File: src/rtl/sramlike_mem_bridge_pkg.sv
// rtl/sramlike_mem_bridge_pkg.sv - shared state encoding and default widths for the memory bridge
package sramlike_mem_bridge_pkg;

  localparam int ADDR_W_DEF = 32;
  localparam int DATA_W_DEF = 32;

  localparam logic [1:0] ST_IDLE = 2'd0;
  localparam logic [1:0] ST_REQ  = 2'd1;
  localparam logic [1:0] ST_WAIT = 2'd2;
  localparam logic [1:0] ST_DONE = 2'd3;

endpackage

File: src/rtl/sramlike_mem_bridge.sv
// rtl/sramlike_mem_bridge.sv - stall-based CPU port to SRAM-like req/addr_ok/data_ok bridge (optional BRIDGE_PERF_EN counters)
module sramlike_mem_bridge
  import sramlike_mem_bridge_pkg::*;
#(
  parameter int ADDR_W = ADDR_W_DEF,
  parameter int DATA_W = DATA_W_DEF,
  localparam int STRB_W = DATA_W / 8
) (
  input  logic              clk,
  input  logic              resetn,
  input  logic              cpu_req,
  input  logic              cpu_wr,
  input  logic [STRB_W-1:0] cpu_wstrb,
  input  logic [ADDR_W-1:0] cpu_addr,
  input  logic [DATA_W-1:0] cpu_wdata,
  input  logic              cpu_hold,
  input  logic              cpu_cancel,
  output logic [DATA_W-1:0] cpu_rdata,
  output logic              cpu_stall,
  output logic              mem_req,
  output logic              mem_wr,
  output logic [STRB_W-1:0] mem_wstrb,
  output logic [ADDR_W-1:0] mem_addr,
  output logic [DATA_W-1:0] mem_wdata,
  input  logic              mem_addr_ok,
  input  logic              mem_data_ok,
  input  logic [DATA_W-1:0] mem_rdata
`ifdef BRIDGE_PERF_EN
  ,
  output logic [31:0]       perf_txn_cnt,
  output logic [31:0]       perf_stall_cnt
`endif
);

  logic [1:0]        state;
  logic              cancel_flag;
  logic              req_wr;
  logic [STRB_W-1:0] req_wstrb;
  logic [ADDR_W-1:0] req_addr;
  logic [DATA_W-1:0] req_wdata;

  logic cancel_eff;
  logic resp_fire;
  logic txn_done;

  // A response is only meaningful once the request has been accepted, either
  // earlier (WAIT) or in this very cycle (REQ with addr_ok); anything else is stale.
  always_comb begin
    cancel_eff = cancel_flag | cpu_cancel;
    resp_fire  = mem_data_ok &&
                 ((state == ST_WAIT) || ((state == ST_REQ) && mem_addr_ok));
    txn_done   = resp_fire && !cancel_eff;
  end

  // Outputs toward the core and the memory side.
  always_comb begin
    cpu_stall = cpu_req && (state != ST_DONE);
    mem_req   = (state == ST_REQ);
    mem_wr    = req_wr;
    mem_wstrb = req_wstrb;
    mem_addr  = req_addr;
    mem_wdata = req_wdata;
  end

  // Transaction FSM with request latch, cancel bookkeeping and read capture.
  always_ff @(posedge clk) begin
    if (!resetn) begin
      state       <= ST_IDLE;
      cancel_flag <= 1'b0;
      req_wr      <= 1'b0;
      req_wstrb   <= '0;
      req_addr    <= '0;
      req_wdata   <= '0;
      cpu_rdata   <= '0;
    end else begin
      case (state)
        ST_IDLE: begin
          if (cpu_req && !cpu_cancel) begin
            req_wr    <= cpu_wr;
            req_wstrb <= cpu_wstrb;
            req_addr  <= cpu_addr;
            req_wdata <= cpu_wdata;
            state     <= ST_REQ;
          end
        end
        ST_REQ: begin
          // mem_req must stay up until accepted, so a cancel only marks the result.
          if (resp_fire) begin
            if (!cancel_eff && !req_wr) cpu_rdata <= mem_rdata;
            state       <= cancel_eff ? ST_IDLE : ST_DONE;
            cancel_flag <= 1'b0;
          end else begin
            if (mem_addr_ok) state <= ST_WAIT;
            if (cpu_cancel) cancel_flag <= 1'b1;
          end
        end
        ST_WAIT: begin
          if (resp_fire) begin
            if (!cancel_eff && !req_wr) cpu_rdata <= mem_rdata;
            state       <= cancel_eff ? ST_IDLE : ST_DONE;
            cancel_flag <= 1'b0;
          end else if (cpu_cancel) begin
            cancel_flag <= 1'b1;
          end
        end
        default: begin
          // DONE: the result stays visible for as long as the pipeline is frozen.
          if (!cpu_hold || cpu_cancel) state <= ST_IDLE;
        end
      endcase
    end
  end

`ifdef BRIDGE_PERF_EN
  // Free-running wrap-around counters of completed transactions and stall cycles.
  always_ff @(posedge clk) begin
    if (!resetn) begin
      perf_txn_cnt   <= '0;
      perf_stall_cnt <= '0;
    end else begin
      if (txn_done) perf_txn_cnt <= perf_txn_cnt + 32'd1;
      if (cpu_stall) perf_stall_cnt <= perf_stall_cnt + 32'd1;
    end
  end
`else
  // Completion tracking only feeds the counters; keep it referenced.
  logic txn_done_unused;
  always_comb txn_done_unused = txn_done;
`endif

endmodule

File: config.mk
export PLATFORM = sky130hd
export DESIGN_NAME = sramlike_mem_bridge
export DESIGN_NICKNAME = d
export VERILOG_FILES = /design/src/rtl/sramlike_mem_bridge_pkg.sv /design/src/rtl/sramlike_mem_bridge.sv
export SDC_FILE = /design/constraint.sdc
export NUM_CORES = 1
export LEC_CHECK = 0
export ABC_AREA = 1
export BUFFER_PORTS_ARGS = -buffer_cell sky130_fd_sc_hd__buf_2
export CORE_ASPECT_RATIO = 0.7
export CORE_MARGIN = 2
export CORE_UTILIZATION = 48
export DETAILED_ROUTE_END_ITERATION = 10
export PLACE_DENSITY = 0.85
export SLEW_MARGIN = 25
export SYNTH_ARGS = -nofsm -noshare
export SYNTH_HDL_FRONTEND = slang
export SYNTH_SLANG_ARGS = --single-unit
export TNS_END_PERCENT = 10
File: constraint.sdc
create_clock -name clk -period 2.8 [get_ports clk]
set_input_delay 0.42 -clock clk [delete_from_list [all_inputs] [get_ports clk]]
set_output_delay 0.42 -clock clk [all_outputs]
set_load 0.03 [all_outputs]
==> summary.txt <==
Power and ir drop
  – VDD IR-drop max: 0.000554 V
  – PD cells: 821 mW/mm^2
  – Total power after layout: 4.24 mW
  – Pleak: 2.51 nW

Critical path
  – Worst setup path class: flop to flop
  – Worst-case reg-to-reg path depth: 9
  – R2R setup slack: 0.67 ns
  – Worst EP arrival: 2.32 ns
  – Start point of the critical path: state[1]
  – R2R Path End: cpu_rdata[20]
  – Data required, critical path: 2.99 ns
  – Crit path capture type: flop
  – Startpoint kind of the worst setup timing path: flop
  – Start of the worst register-to-register path: state[1]
  – Crit path max fanout: 64

Job
  – Max-cap violations: 0

STA
  – Worst Hold Slack: 0.330 ns
  – Transition time at the pin with the least slew margin: 0.697 ns
  – Number of max-slew violations in the final report: 0
  – Maximum clock rate: 469 MHz
  – Crit path time final: 2.13 ns
  – Final setup fails: 0
  – Fin. Hold Viols: 0
  – Sum of negative setup slack: 0 ns
  – Setup repair after global routing missed its margin: false
  – Period Utilization, post-route: 76.2%
  – Worst rel slew slack: 53.5%
  – Worst clock skew: 0.00433 ns

Global route
  – Wire length of the first global-routing pass: 15900 um
  – Largest net degree at the start of global routing: 65
  – Global route overflow: 0
  – Total global routing track utilization: 22.4%
  – Number of antenna violations at the first check in global routing: 0
  – Vias in the first global route: 3627

CTS
  – Sink count of the clock tree: 104
  – Count of H-tree levels built during CTS: 3
  – Number of buffers inserted during clock tree synthesis: 9
  – Clock-pin slew of the registers on the worst-case setup and hold paths: 0.06 ns
  – Clock latency on the worst-skew pair: 0.33 ns
  – Clock tree from TritonCTS: built
  – Postcts setup bufs: 0
  – Post-cts gate resize count: 0
  – Post-CTS Hold Fix Bufs: 0
  – Clock root buffer master: clkbuf_16
  – Max Buffers Root-to-Sink: 2

Route
  – Total detailed-routing wirelength: 9670 um
  – Detailed Routing Iterations Pass 1: 6
  – Total number of vias: 3773
  – Via-to-Cell Ratio: 4.81
  – Wire per inst: 12.3 um
  – Post-detailed-route DRC marker count: 0
  – Final antenna-violating net count: 0
  – Starting DRT DRC Count: 200

Hold path
  – Number of cells on the worst hold path: 3
  – Beginning of the worst hold path: cpu_wdata[12]
  – Hold/Removal Path Class: input pin to flop
  – Hold EP: mem_wdata[12]

Logic synthesis
  – Synthesized instance count: 488
  – Number of unique standard cell types used by synthesis: 22
  – Sequential element share of the synthesized area: 54.2%
  – Number of flip-flops and latches in the synthesized netlist: 104
  – Mean cell area of the mapped netlist: 7.87 um^2
  – Ys Warns: 0
  – Net count after synthesis: 600
  – Cell area after technology mapping: 0.00384 mm^2

Layout
  – Synth-to-layout area growth: 34.5%
  – Number of nets in the layout: 793
  – Antenna diode count: 0
  – Fraction of final layout cells with drive strength greater than 1: 34.1%
  – Layout filler cell count: 659

Placed design
  – Global placement routability congestion: 0.863
  – Post-DP HPWL: 7110 um
  – Port Buffers: 210

Floorplan
  – Die area: 0.00875 mm^2
  – I/O pin cnt: 211
  – Cell row count: 27
  – Die Width: 111 um
  – Initial Util: 49.2%
  – Height of the die: 78.8 um
  – Core area: 0.00780 mm^2

Run status
  – Outcome: complete, no violations
-- report_power, final --
| group | internal (mW) | leakage [nW] | switching [mW] |
|---|---|---|---|
| logic | 0.387 | 1.53 | 0.870 |
| registers | 1.69 | 0.850 | 0.106 |
| clock network | 0.703 | 0.135 | 0.484 |
-- critical path: stages, from the launching register on --
cell and delay, ns:
dfxtp_1 0.33, inv_1 0.10, ha_1 0.26, nand2_1 0.08
nand2_1 0.08, nand2_2 0.08, inv_2 0.08, nand3_4 0.48
o21ai_0 0.40, a21oi_1 0.08
-- metal layers --
metal  share of wire [%]  GRT usage [%]  vias up
met5                   0              0        -
met4                 1.4           7.88        0
met3                 9.2           8.47       13
met2                  49           40.3      149
met1                  41           24.4     1680
li1                    -              -     1931
-- placed cells by master, fill, tap and decap left out --
cell type	count
inv_1	42
nor2_1	149
dfxtp_1	104
and2_0	1
clkbuf_16	9
nand3_4	2
o21ai_1	26
nor2_2	1
clkbuf_1	2
inv_2	3
nand2_2	1
o2111ai_1	1
o21ai_2	2
a21oi_1	34
buf_2	210
bufinv_16	1
nand2_1	10
ha_1	4
o21ai_0	76
buf_4	1
clkbuf_8	1
buf_12	2
nand3_1	1
-- worst max path at each step --
| stage | endpoint | slack [ns] | cells past startpoint |
|---|---|---|---|
| finish | cpu_rdata[20] | 0.67 | 9 |
| global route | cpu_rdata[21] | 0.44 | 9 |
| CTS | cpu_rdata[21] | 0.71 | 9 |
| detailed placement | cpu_rdata[21] | 0.71 | 9 |
| global placement | cpu_rdata[21] | 0.91 | 9 |
| floorplan | cpu_rdata[0] | 1.17 | 10 |
-- Yosys cell counts --
cell type | n | area [um^2]
a21oi_1 | 34 | 170
and2_0 | 1 | 6.26
buf_1 | 2 | 7.51
buf_2 | 6 | 30.0
buf_4 | 2 | 15.0
buf_6 | 6 | 67.6
clkbuf_1 | 14 | 52.6
clkbuf_2 | 1 | 5.00
dfxtp_1 | 104 | 2080
ha_1 | 4 | 50.1
inv_1 | 42 | 158
inv_2 | 3 | 11.3
nand2_1 | 10 | 37.5
nand2_2 | 1 | 6.26
nand3_1 | 1 | 5.00
nand3_4 | 2 | 35.0
nor2_1 | 149 | 559
nor2_2 | 1 | 6.26
o2111ai_1 | 1 | 8.76
o21ai_0 | 76 | 380
o21ai_1 | 26 | 130
o21ai_2 | 2 | 17.5
-- cell families (layout without fill, tap and decap cells) --
logic type      after synthesis  count (layout)  synth area share (%)
compound gates              139             139                  18.4
flops                       104             104                  54.2
buf+inv                      76             271                  9.02
fa+ha+maj                     4               4                  1.30
simple gates                165             165                  17.1
-- flip-flops by register name (all words and copies together), names as in the netlist --
register and cells:
state 2, cancel_flag 1, mem_addr 32, cpu_rdata 32, mem_wdata 32, mem_wstrb 4, mem_wr 1
-- stage by stage --
step                      setup slack [ns]  utilization (%)  cells  instance area (um^2)
final                                0.666             66.2    784                  5160
after floorplan                       1.17                -    488                  3840
after global routing                 0.439             66.2    784                  5160
after CTS                            0.710             66.2    784                  5160
after global placement               0.911             62.6    771                  4890
after detailed placement             0.713             62.6    771                  4890
-- layout make-up --
type | count | area [um^2] | area share [%]
clock buffers | 12 | 246 | 4.77
clock inverters | 1 | 30.0 | 0.581
inverters | 45 | 169 | 3.27
multi-input cells | 308 | 1410 | 27.3
flip-flops and latches | 104 | 2080 | 40.3
well taps | 101 | 126 | 2.45
repair buffers | 213 | 1100 | 21.3
Power figures use the tool's default switching activity.
